### src/rtl/seq_divider_pkg.sv
// -----------------------------------------------------------------------------
// seq_divider_pkg
// Shared definitions for the sequential divider:
//   state_t   : divider FSM states (IDLE / BUSY / DONE)
//   DIV_WIDTH : default operand width
// -----------------------------------------------------------------------------
package seq_divider_pkg;

    localparam int DIV_WIDTH = 32;

    typedef enum logic [1:0] {
        IDLE = 2'd0,
        BUSY = 2'd1,
        DONE = 2'd2
    } state_t;

endpackage : seq_divider_pkg

### src/rtl/seq_divider_div_step.sv
// -----------------------------------------------------------------------------
// div_step
// One combinational iteration of restoring radix-2 division: shift the partial
// remainder left, bring in the next dividend bit, trial-subtract the divisor
// and keep the difference when it does not go negative.
// Ports:
//   rem_i     [WIDTH:0]   partial remainder before this iteration
//   bit_i                 next dividend bit (MSB first)
//   divisor_i [WIDTH-1:0] divisor magnitude
//   rem_o     [WIDTH:0]   partial remainder after this iteration
//   q_bit_o               quotient bit produced by this iteration
// -----------------------------------------------------------------------------
module div_step #(
    parameter int WIDTH = 32
) (
    input  logic [WIDTH:0]   rem_i,
    input  logic             bit_i,
    input  logic [WIDTH-1:0] divisor_i,
    output logic [WIDTH:0]   rem_o,
    output logic             q_bit_o
);

    logic [WIDTH:0] shifted_s;
    logic [WIDTH:0] diff_s;
    logic           fits_s;

    // Trial subtraction. A set rem_i MSB means the shifted value overflows
    // WIDTH+1 bits and is certainly >= divisor; the modular difference is
    // still exact because the true result is below the divisor.
    always_comb begin
        shifted_s = {rem_i[WIDTH-1:0], bit_i};
        diff_s    = shifted_s - {1'b0, divisor_i};
        fits_s    = rem_i[WIDTH] | (shifted_s >= {1'b0, divisor_i});
        if (fits_s) begin
            rem_o   = diff_s;
            q_bit_o = 1'b1;
        end else begin
            rem_o   = shifted_s;
            q_bit_o = 1'b0;
        end
    end

endmodule : div_step

### src/rtl/seq_divider.sv
// -----------------------------------------------------------------------------
// seq_divider
// Sequential restoring divider, one quotient bit per clock, MSB first.
// Build option: define SEQ_DIVIDER_SIGNED_EN for two's-complement operands
// (truncating toward zero, remainder takes the dividend's sign); otherwise the
// divider is unsigned only.
// Ports:
//   clk          clock, rising edge
//   reset        asynchronous active-low reset
//   start        request a division (sampled only while ready=1)
//   A, B         dividend, divisor
//   ready        high in IDLE and DONE
//   valid        high in DONE only; qualifies the result outputs
//   quotient     registered quotient (all ones on divide by zero)
//   remainder    registered remainder (A on divide by zero)
//   div_by_zero  registered divide-by-zero flag
// -----------------------------------------------------------------------------
module seq_divider
    import seq_divider_pkg::*;
#(
    parameter int WIDTH = DIV_WIDTH
) (
    input  logic             clk,
    input  logic             reset,
    input  logic             start,
    input  logic [WIDTH-1:0] A,
    input  logic [WIDTH-1:0] B,
    output logic             ready,
    output logic             valid,
    output logic [WIDTH-1:0] quotient,
    output logic [WIDTH-1:0] remainder,
    output logic             div_by_zero
);

    localparam int               CNT_W    = $clog2(WIDTH + 1);
    localparam logic [CNT_W-1:0] LAST_CNT = CNT_W'(WIDTH - 1);

    state_t           state_q, state_d;
    logic [CNT_W-1:0] cnt_q, cnt_d;
    logic [WIDTH:0]   rem_q, rem_d;       // partial remainder
    logic [WIDTH-1:0] dvd_q, dvd_d;       // dividend shifts out, quotient shifts in
    logic [WIDTH-1:0] dvs_q, dvs_d;       // divisor magnitude
    logic [WIDTH-1:0] quo_q, quo_d;
    logic [WIDTH-1:0] rmd_q, rmd_d;
    logic             dbz_q, dbz_d;
    logic             ready_q, ready_d;
    logic             valid_q, valid_d;

    logic             accept_s;
    logic             capture_s;
    logic [WIDTH:0]   step_rem_s;
    logic             step_bit_s;
    logic [WIDTH-1:0] a_mag_s, b_mag_s;
    logic [WIDTH-1:0] quo_raw_s, rmd_raw_s;
    logic [WIDTH-1:0] quo_fin_s, rmd_fin_s;

    assign accept_s  = start && (state_q != BUSY);
    assign capture_s = accept_s && (B != {WIDTH{1'b0}});

    div_step #(.WIDTH(WIDTH)) u_step (
        .rem_i     (rem_q),
        .bit_i     (dvd_q[WIDTH-1]),
        .divisor_i (dvs_q),
        .rem_o     (step_rem_s),
        .q_bit_o   (step_bit_s)
    );

    // Result of the current iteration before any sign correction.
    assign quo_raw_s = {dvd_q[WIDTH-2:0], step_bit_s};
    assign rmd_raw_s = step_rem_s[WIDTH-1:0];

`ifdef SEQ_DIVIDER_SIGNED_EN
    logic neg_quo_q, neg_quo_d;
    logic neg_rem_q, neg_rem_d;

    assign a_mag_s = A[WIDTH-1] ? (~A + WIDTH'(1'b1)) : A;
    assign b_mag_s = B[WIDTH-1] ? (~B + WIDTH'(1'b1)) : B;

    // Sign correction folds into the final iteration, so no extra cycle.
    // most-negative / -1 yields magnitude 2^(WIDTH-1), which reads back as
    // most-negative with no overflow handling needed.
    assign quo_fin_s = neg_quo_q ? (~quo_raw_s + WIDTH'(1'b1)) : quo_raw_s;
    assign rmd_fin_s = neg_rem_q ? (~rmd_raw_s + WIDTH'(1'b1)) : rmd_raw_s;

    // Result sign flags, captured together with the operands.
    always_comb begin
        neg_quo_d = neg_quo_q;
        neg_rem_d = neg_rem_q;
        if (capture_s) begin
            neg_quo_d = A[WIDTH-1] ^ B[WIDTH-1];
            neg_rem_d = A[WIDTH-1];
        end else begin
            neg_quo_d = neg_quo_q;
            neg_rem_d = neg_rem_q;
        end
    end

    // Sign flag registers.
    always_ff @(posedge clk or negedge reset) begin
        if (!reset) begin
            neg_quo_q <= 1'b0;
            neg_rem_q <= 1'b0;
        end else begin
            neg_quo_q <= neg_quo_d;
            neg_rem_q <= neg_rem_d;
        end
    end
`else
    assign a_mag_s   = A;
    assign b_mag_s   = B;
    assign quo_fin_s = quo_raw_s;
    assign rmd_fin_s = rmd_raw_s;
`endif

    // Next-state, datapath and output logic.
    always_comb begin
        state_d = state_q;
        cnt_d   = cnt_q;
        rem_d   = rem_q;
        dvd_d   = dvd_q;
        dvs_d   = dvs_q;
        quo_d   = quo_q;
        rmd_d   = rmd_q;
        dbz_d   = dbz_q;
        case (state_q)
            IDLE, DONE: begin
                if (accept_s) begin
                    cnt_d = {CNT_W{1'b0}};
                    if (capture_s) begin
                        // Result outputs hold their old values until reload.
                        state_d = BUSY;
                        rem_d   = {(WIDTH+1){1'b0}};
                        dvd_d   = a_mag_s;
                        dvs_d   = b_mag_s;
                    end else begin
                        state_d = DONE;
                        quo_d   = {WIDTH{1'b1}};
                        rmd_d   = A;
                        dbz_d   = 1'b1;
                    end
                end else begin
                    state_d = state_q;
                end
            end
            BUSY: begin
                rem_d = step_rem_s;
                dvd_d = quo_raw_s;
                if (cnt_q == LAST_CNT) begin
                    state_d = DONE;
                    quo_d   = quo_fin_s;
                    rmd_d   = rmd_fin_s;
                    dbz_d   = 1'b0;
                end else begin
                    cnt_d = cnt_q + CNT_W'(1'b1);
                end
            end
            default: begin
                state_d = IDLE;
            end
        endcase
        ready_d = (state_d != BUSY);
        valid_d = (state_d == DONE);
    end

    // State, datapath and output registers.
    always_ff @(posedge clk or negedge reset) begin
        if (!reset) begin
            state_q <= IDLE;
            cnt_q   <= {CNT_W{1'b0}};
            rem_q   <= {(WIDTH+1){1'b0}};
            dvd_q   <= {WIDTH{1'b0}};
            dvs_q   <= {WIDTH{1'b0}};
            quo_q   <= {WIDTH{1'b0}};
            rmd_q   <= {WIDTH{1'b0}};
            dbz_q   <= 1'b0;
            ready_q <= 1'b1;
            valid_q <= 1'b0;
        end else begin
            state_q <= state_d;
            cnt_q   <= cnt_d;
            rem_q   <= rem_d;
            dvd_q   <= dvd_d;
            dvs_q   <= dvs_d;
            quo_q   <= quo_d;
            rmd_q   <= rmd_d;
            dbz_q   <= dbz_d;
            ready_q <= ready_d;
            valid_q <= valid_d;
        end
    end

    assign ready       = ready_q;
    assign valid       = valid_q;
    assign quotient    = quo_q;
    assign remainder   = rmd_q;
    assign div_by_zero = dbz_q;

endmodule : seq_divider

### config.mk
export PLATFORM = sky130hd
export DESIGN_NAME = seq_divider
export DESIGN_NICKNAME = d
export VERILOG_FILES = /design/src/rtl/seq_divider_pkg.sv /design/src/rtl/seq_divider_div_step.sv /design/src/rtl/seq_divider.sv
export SDC_FILE = /design/constraint.sdc
export NUM_CORES = 1
export LEC_CHECK = 0
export CORE_MARGIN = 3
export CORE_UTILIZATION = 50
export DETAILED_ROUTE_END_ITERATION = 10
export PLACE_DENSITY = 0.74
export SYNTH_ARGS = -nofsm -noshare
export SYNTH_HDL_FRONTEND = slang
export SYNTH_SLANG_ARGS = --single-unit
### constraint.sdc
create_clock -name clk -period 7.3 [get_ports clk]
set_input_delay 1.46 -clock clk [delete_from_list [all_inputs] [get_ports clk]]
set_output_delay 1.46 -clock clk [all_outputs]
set_load 0.02 [all_outputs]
==> impl_metrics.py, run 1 <==
metrics = {
    "outcome": {
        "outcome": "finished clean",
    },
    "yosys": {
        "yosysSeqAreaShare_pct": 46.5,
        "yosysTopAreaCell": "dfrtp_1",
        "synth_top_area_share_pct": 46.2,
        "yosysWarnings": 0,
        "yosys-top-cells-count": "dfrtp_1, nand2_1, a21oi_1",
        "synth.avg_cell_area_um2": 9.86,
        "synth_top_flop_cell": "dfrtp_1",
        "synth-edff-count": 0,
        "synthCells": 939,
        "synth_top_cells_by_area": "dfrtp_1, mux2i_1, ha_1",
        "ys_ff_latch": 172,
        "synth.most_common_cell": "dfrtp_1",
        "ys_types": 55,
        "synth-async-reset-ratio_pct": 100,
        "syn_nets": 1040,
        "netlist_area_um2": 9260,
    },
    "global_route": {
        "grt_pass1_wl_um": 38700,
        "antenna_found_initial": 0,
        "gr-usage-all-layers_pct": 23.9,
        "grt_pass1_vias": 7304,
        "grt_max_degree": 94,
        "grt_overflow": 0,
    },
    "floorplanning": {
        "core-area_um2": 18100,
        "initial_core_util_pct": 51.2,
        "fp-row-count": 49,
        "design.die.area_um2": 20200,
        "pin_count": 134,
        "die_width_um": 142,
        "die_h_um": 142,
    },
    "clock_network": {
        "tritoncts": "yes",
        "clock_latency_ns": 0.43,
        "h-tree-depth": 4,
        "hold_buffers": 0,
        "clkSinkCount": 172,
        "post_cts_resize_count": 0,
        "root_buffer": "clkbuf_16",
        "cts_buffer_depth": 2,
        "cts_setup_buffers": 0,
        "cts.clk_slew.worst_paths_ns": 0.07,
        "cts_inserted_buffers": 17,
    },
    "drt": {
        "avgRoutedWirePerCell_um": 18.3,
        "drt_iter0_drc": 658,
        "drcViolationCount": 0,
        "ant_nets": 0,
        "via_per_inst": 5.91,
        "drtPass1Iterations": 5,
        "wl_um": 23600,
        "vias": 7622,
    },
    "timing": {
        "hold_violations": 0,
        "skew_ns": 0.0131,
        "grt_setup_unrepaired": "false",
        "max_freq_mhz": 229,
        "setup_ws_ns": 2.93,
        "slew_headroom_pct": 22.2,
        "fin_crit_ns": 4.37,
        "timing.final.crit_share_pct": 59.9,
        "worst_pin_slew_ns": 1.16,
        "slew_violations": 0,
        "tns_ns": 0,
        "setup_viol": 0,
    },
    "placement": {
        "globalplace.congestion": 0.985,
        "pre_cts_ws_ns": 2.43,
        "hpwl_um": 16900,
        "postPlaceCellArea_um2": 10800,
        "numPortBuffers": 133,
        "placed_cells": 1256,
    },
    "pwr": {
        "combPwrFrac_pct": 58.6,
        "pwr-share-seq_pct": 26.8,
        "internal_power_w": 0.00360,
        "ir_worst_vdd_mv": 0.320,
        "powerDensity_nw_per_um2": 580,
        "p_sw_w": 0.00301,
        "clkPwrFrac_pct": 14.6,
        "p_leak_nw": 5.11,
        "netSwitchingFraction_pct": 45.6,
    },
    "worst_setup_path": {
        "critPathArrivalTime_ns": 4.65,
        "endpoint_kind": "register",
        "cp_cell_sequence": "clkdlybuf4s50_1 -> nor4_1 -> nand4_1 -> o21ai_4 -> buf_4 -> mux2i_1 -> o21ai_0",
        "critical-path-slowest-cell": "o21ai_4",
        "cp-start-kind": "input pin",
        "cp_max_fo": 36,
        "required_ns": 7.58,
        "critPathKind": "input pin to register",
        "cpPeakStageDelay_ns": 1.01,
    },
    "final_layout": {
        "nets": 1147,
        "syn_to_final_growth_pct": 23.1,
        "drive_above_1_share_pct": 8.78,
        "fill_cells": 1494,
        "final_util_pct": 63.0,
        "fin_area_um2": 11400,
        "stdcell_count": 1289,
    },
    "hold_path": {
        "min_path_type": "register to register",
    },
    "flow_run": {
        "cap_violations": 0,
    },
}
## path summary, 6_finish.rpt
kind	startpoint	endpoint	slack [ns]	cells after the start
max	B[1]	dvd_q[19]	2.93	7
min	remainder[14]	remainder[14]	0.48	2
max reg2reg	rem_q[15]	rem_q[26]	3.73	9
min reg2reg	remainder[14]	remainder[14]	0.48	2
max in group asynchronous	reset	rem_q[20]	5.09	2
min in group asynchronous	reset	quotient[4]	1.07	1
## flip-flops by register name (all words and copies together), names as in the netlist
signal and flops:
cnt_q 6, div_by_zero 1, dvd_q 32, dvs_q 32
quotient 32, ready 1, rem_q 33, remainder 32
state_q 2, valid 1
## worst max-delay path, delay by kind of cell
kind | cells | cell delay, ns
muxes | 1 | 0.26
and+or+nand+nor | 2 | 0.87
AOI/OAI and AO/OA | 2 | 1.10
buffers and inverters | 2 | 0.92
## area by class of cell
class | instances | area [µm²] | area share (%)
Timing Repair Buffer | 143 | 1410 | 12.3
Clock inverter | 15 | 206 | 1.81
Multi-Input combinational cell | 669 | 4600 | 40.4
Antenna cell | 1 | 2.50 | 0.0220
Inverter | 43 | 161 | 1.42
Tap cell | 229 | 287 | 2.51
Sequential cell | 172 | 4310 | 37.8
Clock buffer | 17 | 425 | 3.73
## cell families after synthesis
kind of cell / after synthesis / share of synthesized area [%]
AOI/OAI and AO/OA: 275 / 19.2
and+or+nand+nor: 246 / 12.9
DFF: 172 / 46.5
buffers and inverters: 98 / 4.24
muxes: 88 / 9.95
adders and majority gates: 34 / 4.68
xor gates and xnor gates: 26 / 2.46
## cells in the final DEF (no fill, tap or decap), types with 26 or more instances in the layout
cell / count
dfrtp_1: 171
clkdlybuf4s50_1: 132
nand2_1: 81
a21oi_1: 66
mux2i_1: 56
o21ai_0: 54
o21ai_1: 48
inv_1: 43
nand3_1: 33
ha_1: 33
mux2_2: 32
o22a_1: 31
nor2_1: 28
and3_1: 26
## power by group through the flow
stage                     logic, W  clock network, W  registers [W]
after detailed placement   0.00382                 0        0.00178
after global placement     0.00373                 0        0.00177
after CTS                  0.00385          0.000981        0.00177
after floorplan            0.00263                 0        0.00186
final                      0.00387          0.000966        0.00177
after global routing       0.00428           0.00102        0.00183
## routing by layer
| layer | routed length (µm) | GRT usage [%] | vias up |
|---|---|---|---|
| met2 | 10200 | 34.7 | 263 |
| met1 | 11400 | 37.6 | 3680 |
| met4 | 417 | 6.77 | 0 |
| met5 | 0 | 0 | - |
| met3 | 1600 | 3.23 | 28 |
| li1 | - | - | 3651 |
## stage by stage
stage / total power [W] / hold slack, ns
finish: 0.00661 / 0.481
floorplan: 0.00449 / 0.462
detailed placement: 0.00560 / 0.471
CTS: 0.00660 / 0.486
global route: 0.00713 / 0.507
global placement: 0.00550 / 0.462
Note: power is estimated with default switching activity, not from simulation.
==> run 2: changes to the inputs <==
Clock period 7.3 ns to 4.6 ns, I/O delays scaled along.
==> impl_metrics.py, run 2 (synthesis gave the netlist of run 1 again) <==
metrics = {
    "outcome": {
        "outcome": "finished clean",
    },
    "clock_network": {
        "cts.clk_slew.worst_paths_ns": 0.07,
        "cts_inserted_buffers": 17,
        "cts_setup_buffers": 0,
        "h-tree-depth": 4,
        "cts_buffer_depth": 2,
        "clkSinkCount": 172,
        "root_buffer": "clkbuf_16",
        "hold_buffers": 0,
        "tritoncts": "yes",
        "post_cts_resize_count": 0,
        "clock_latency_ns": 0.43,
    },
    "timing": {
        "worst_pin_slew_ns": 0.821,
        "hold_slack_ns": 0.444,
        "fin_crit_ns": 3.60,
        "tns_ns": 0,
        "timing.final.crit_share_pct": 78.4,
        "grt_setup_unrepaired": "false",
        "setup_viol": 0,
        "slew_violations": 0,
        "hold_violations": 0,
        "slew_headroom_pct": 45.2,
        "skew_ns": 0.00814,
        "max_freq_mhz": 277,
        "setup_ws_ns": 0.996,
    },
    "final_layout": {
        "syn_to_final_growth_pct": 23.6,
        "largest_reg_flops": 33,
        "final_cell_mix": "dfrtp_1, clkdlybuf4s50_1, nand2_1",
        "n_antenna_cell": 0,
        "largest-register": "rem_q",
        "stdcell_count": 1292,
        "layout_commonest_cell": "dfrtp_1",
        "fill_cells": 1461,
        "nets": 1151,
        "multi_input_area_um2": 4600,
        "drive_above_1_share_pct": 8.94,
        "final-seq-area_um2": 4310,
    },
    "flow_run": {
        "cap_violations": 0,
    },
    "placement": {
        "numPortBuffers": 133,
        "globalplace.congestion": 0.919,
        "placed_cells": 1260,
        "hpwl_um": 17300,
        "pre_cts_ws_ns": 0.828,
    },
    "global_route": {
        "grt_max_degree": 69,
        "grt_pass1_vias": 7267,
        "grt_overflow": 0,
        "antenna_found_initial": 0,
        "gr-usage-all-layers_pct": 24.4,
        "grt_pass1_wl_um": 39000,
    },
    "hold_path": {
        "min_path_type": "input pin to async pin",
    },
    "drt": {
        "avgRoutedWirePerCell_um": 18.7,
        "drcViolationCount": 0,
        "routed.top_layer": "met4",
        "wl_um": 24200,
        "drt_iter0_drc": 670,
        "met2_length_um": 10400,
        "drtPass1Iterations": 8,
        "via_per_inst": 5.98,
        "ant_nets": 0,
        "drt-met1-wl_um": 11400,
        "vias": 7722,
        "wl_met3_um": 1860,
    },
    "worst_setup_path": {
        "critPathKind": "register to register",
        "cp_max_fo": 14,
        "endpoint_kind": "register",
        "cp-start-kind": "register",
        "critPathArrivalTime_ns": 3.94,
        "required_ns": 4.94,
    },
    "pwr": {
        "ir_worst_vdd_mv": 0.482,
        "p_leak_nw": 5.15,
        "powerDensity_nw_per_um2": 926,
    },
    "floorplanning": {
        "design.die.area_um2": 20200,
        "die_width_um": 142,
        "initial_core_util_pct": 51.2,
        "fp-row-count": 49,
        "die_h_um": 142,
        "pin_count": 134,
        "core-area_um2": 18100,
    },
}
-- run 2: cell count changes in the layout (fill, tap and decap cells not counted), sizes merged --
cell / before / now
buf: 11 / 15
clkinv: 3 / 4
inv: 49 / 46
clkbuf: 17 / 19
bufinv: 3 / 4
clkinvlp: 3 / 2
diode: 1 / 0
-- run 2: worst paths after layout --
path	start	to	slack [ns]	depth (start not counted)
max	rem_q[19]	remainder[29]	1.0	10
min	reset	dvd_q[5]	0.44	1
max reg2reg	rem_q[19]	remainder[29]	1.0	10
min reg2reg	quotient[19]	quotient[19]	0.49	1
max in group asynchronous	reset	rem_q[26]	3.12	2
min in group clk	quotient[19]	quotient[19]	0.49	1
-- run 2: area by class of cell --
type                            instances  share of cell area, %
Clock buffer                           19                   3.87
Sequential cell                       172                   37.6
Multi-Input combinational cell        669                   40.2
Clock inverter                         13                   1.64
Tap cell                              229                   2.50
Timing Repair Buffer                  147                   12.8
Inverter                               43                   1.41
-- run 2: power breakdown --
part | leakage [nW] | switching [W] | internal (W)
sequential | 2.05 | 0.000549 | 0.00227
clock | 0.306 | 0.000616 | 0.000929
combinational | 2.80 | 0.00365 | 0.00259
total | 5.15 | 0.00481 | 0.00578
-- run 2: layer usage --
metal / track usage, % / vias up
met1: 37.0 / 3730
met4: 6.97 / 0
li1: - / 3660
met2: 35.6 / 301
met5: 0 / -
met3: 4.94 / 31
-- run 2: metrics by stage --
stage | instance area, µm² | utilization [%] | power [W]
final | 11400 | 63.3 | 0.0106
after global routing | 11400 | 63.3 | 0.0114
after CTS | 11400 | 63.3 | 0.0106
after detailed placement | 10800 | 59.8 | 0.00896
after global placement | 10800 | 59.8 | 0.00880
after floorplan | 9260 | - | 0.00713
-- run 2: worst max-delay path, cell delays in order (launching register included) --
cell and delay, ns:
dfrtp_1 0.42, ha_1 0.45, a21oi_1 0.22, o21ai_1 0.18, a31oi_1 0.22, o221ai_1 0.25
o21ai_2 0.46, and2_1 0.74, buf_4 0.27, nor2_1 0.07, a211oi_1 0.22
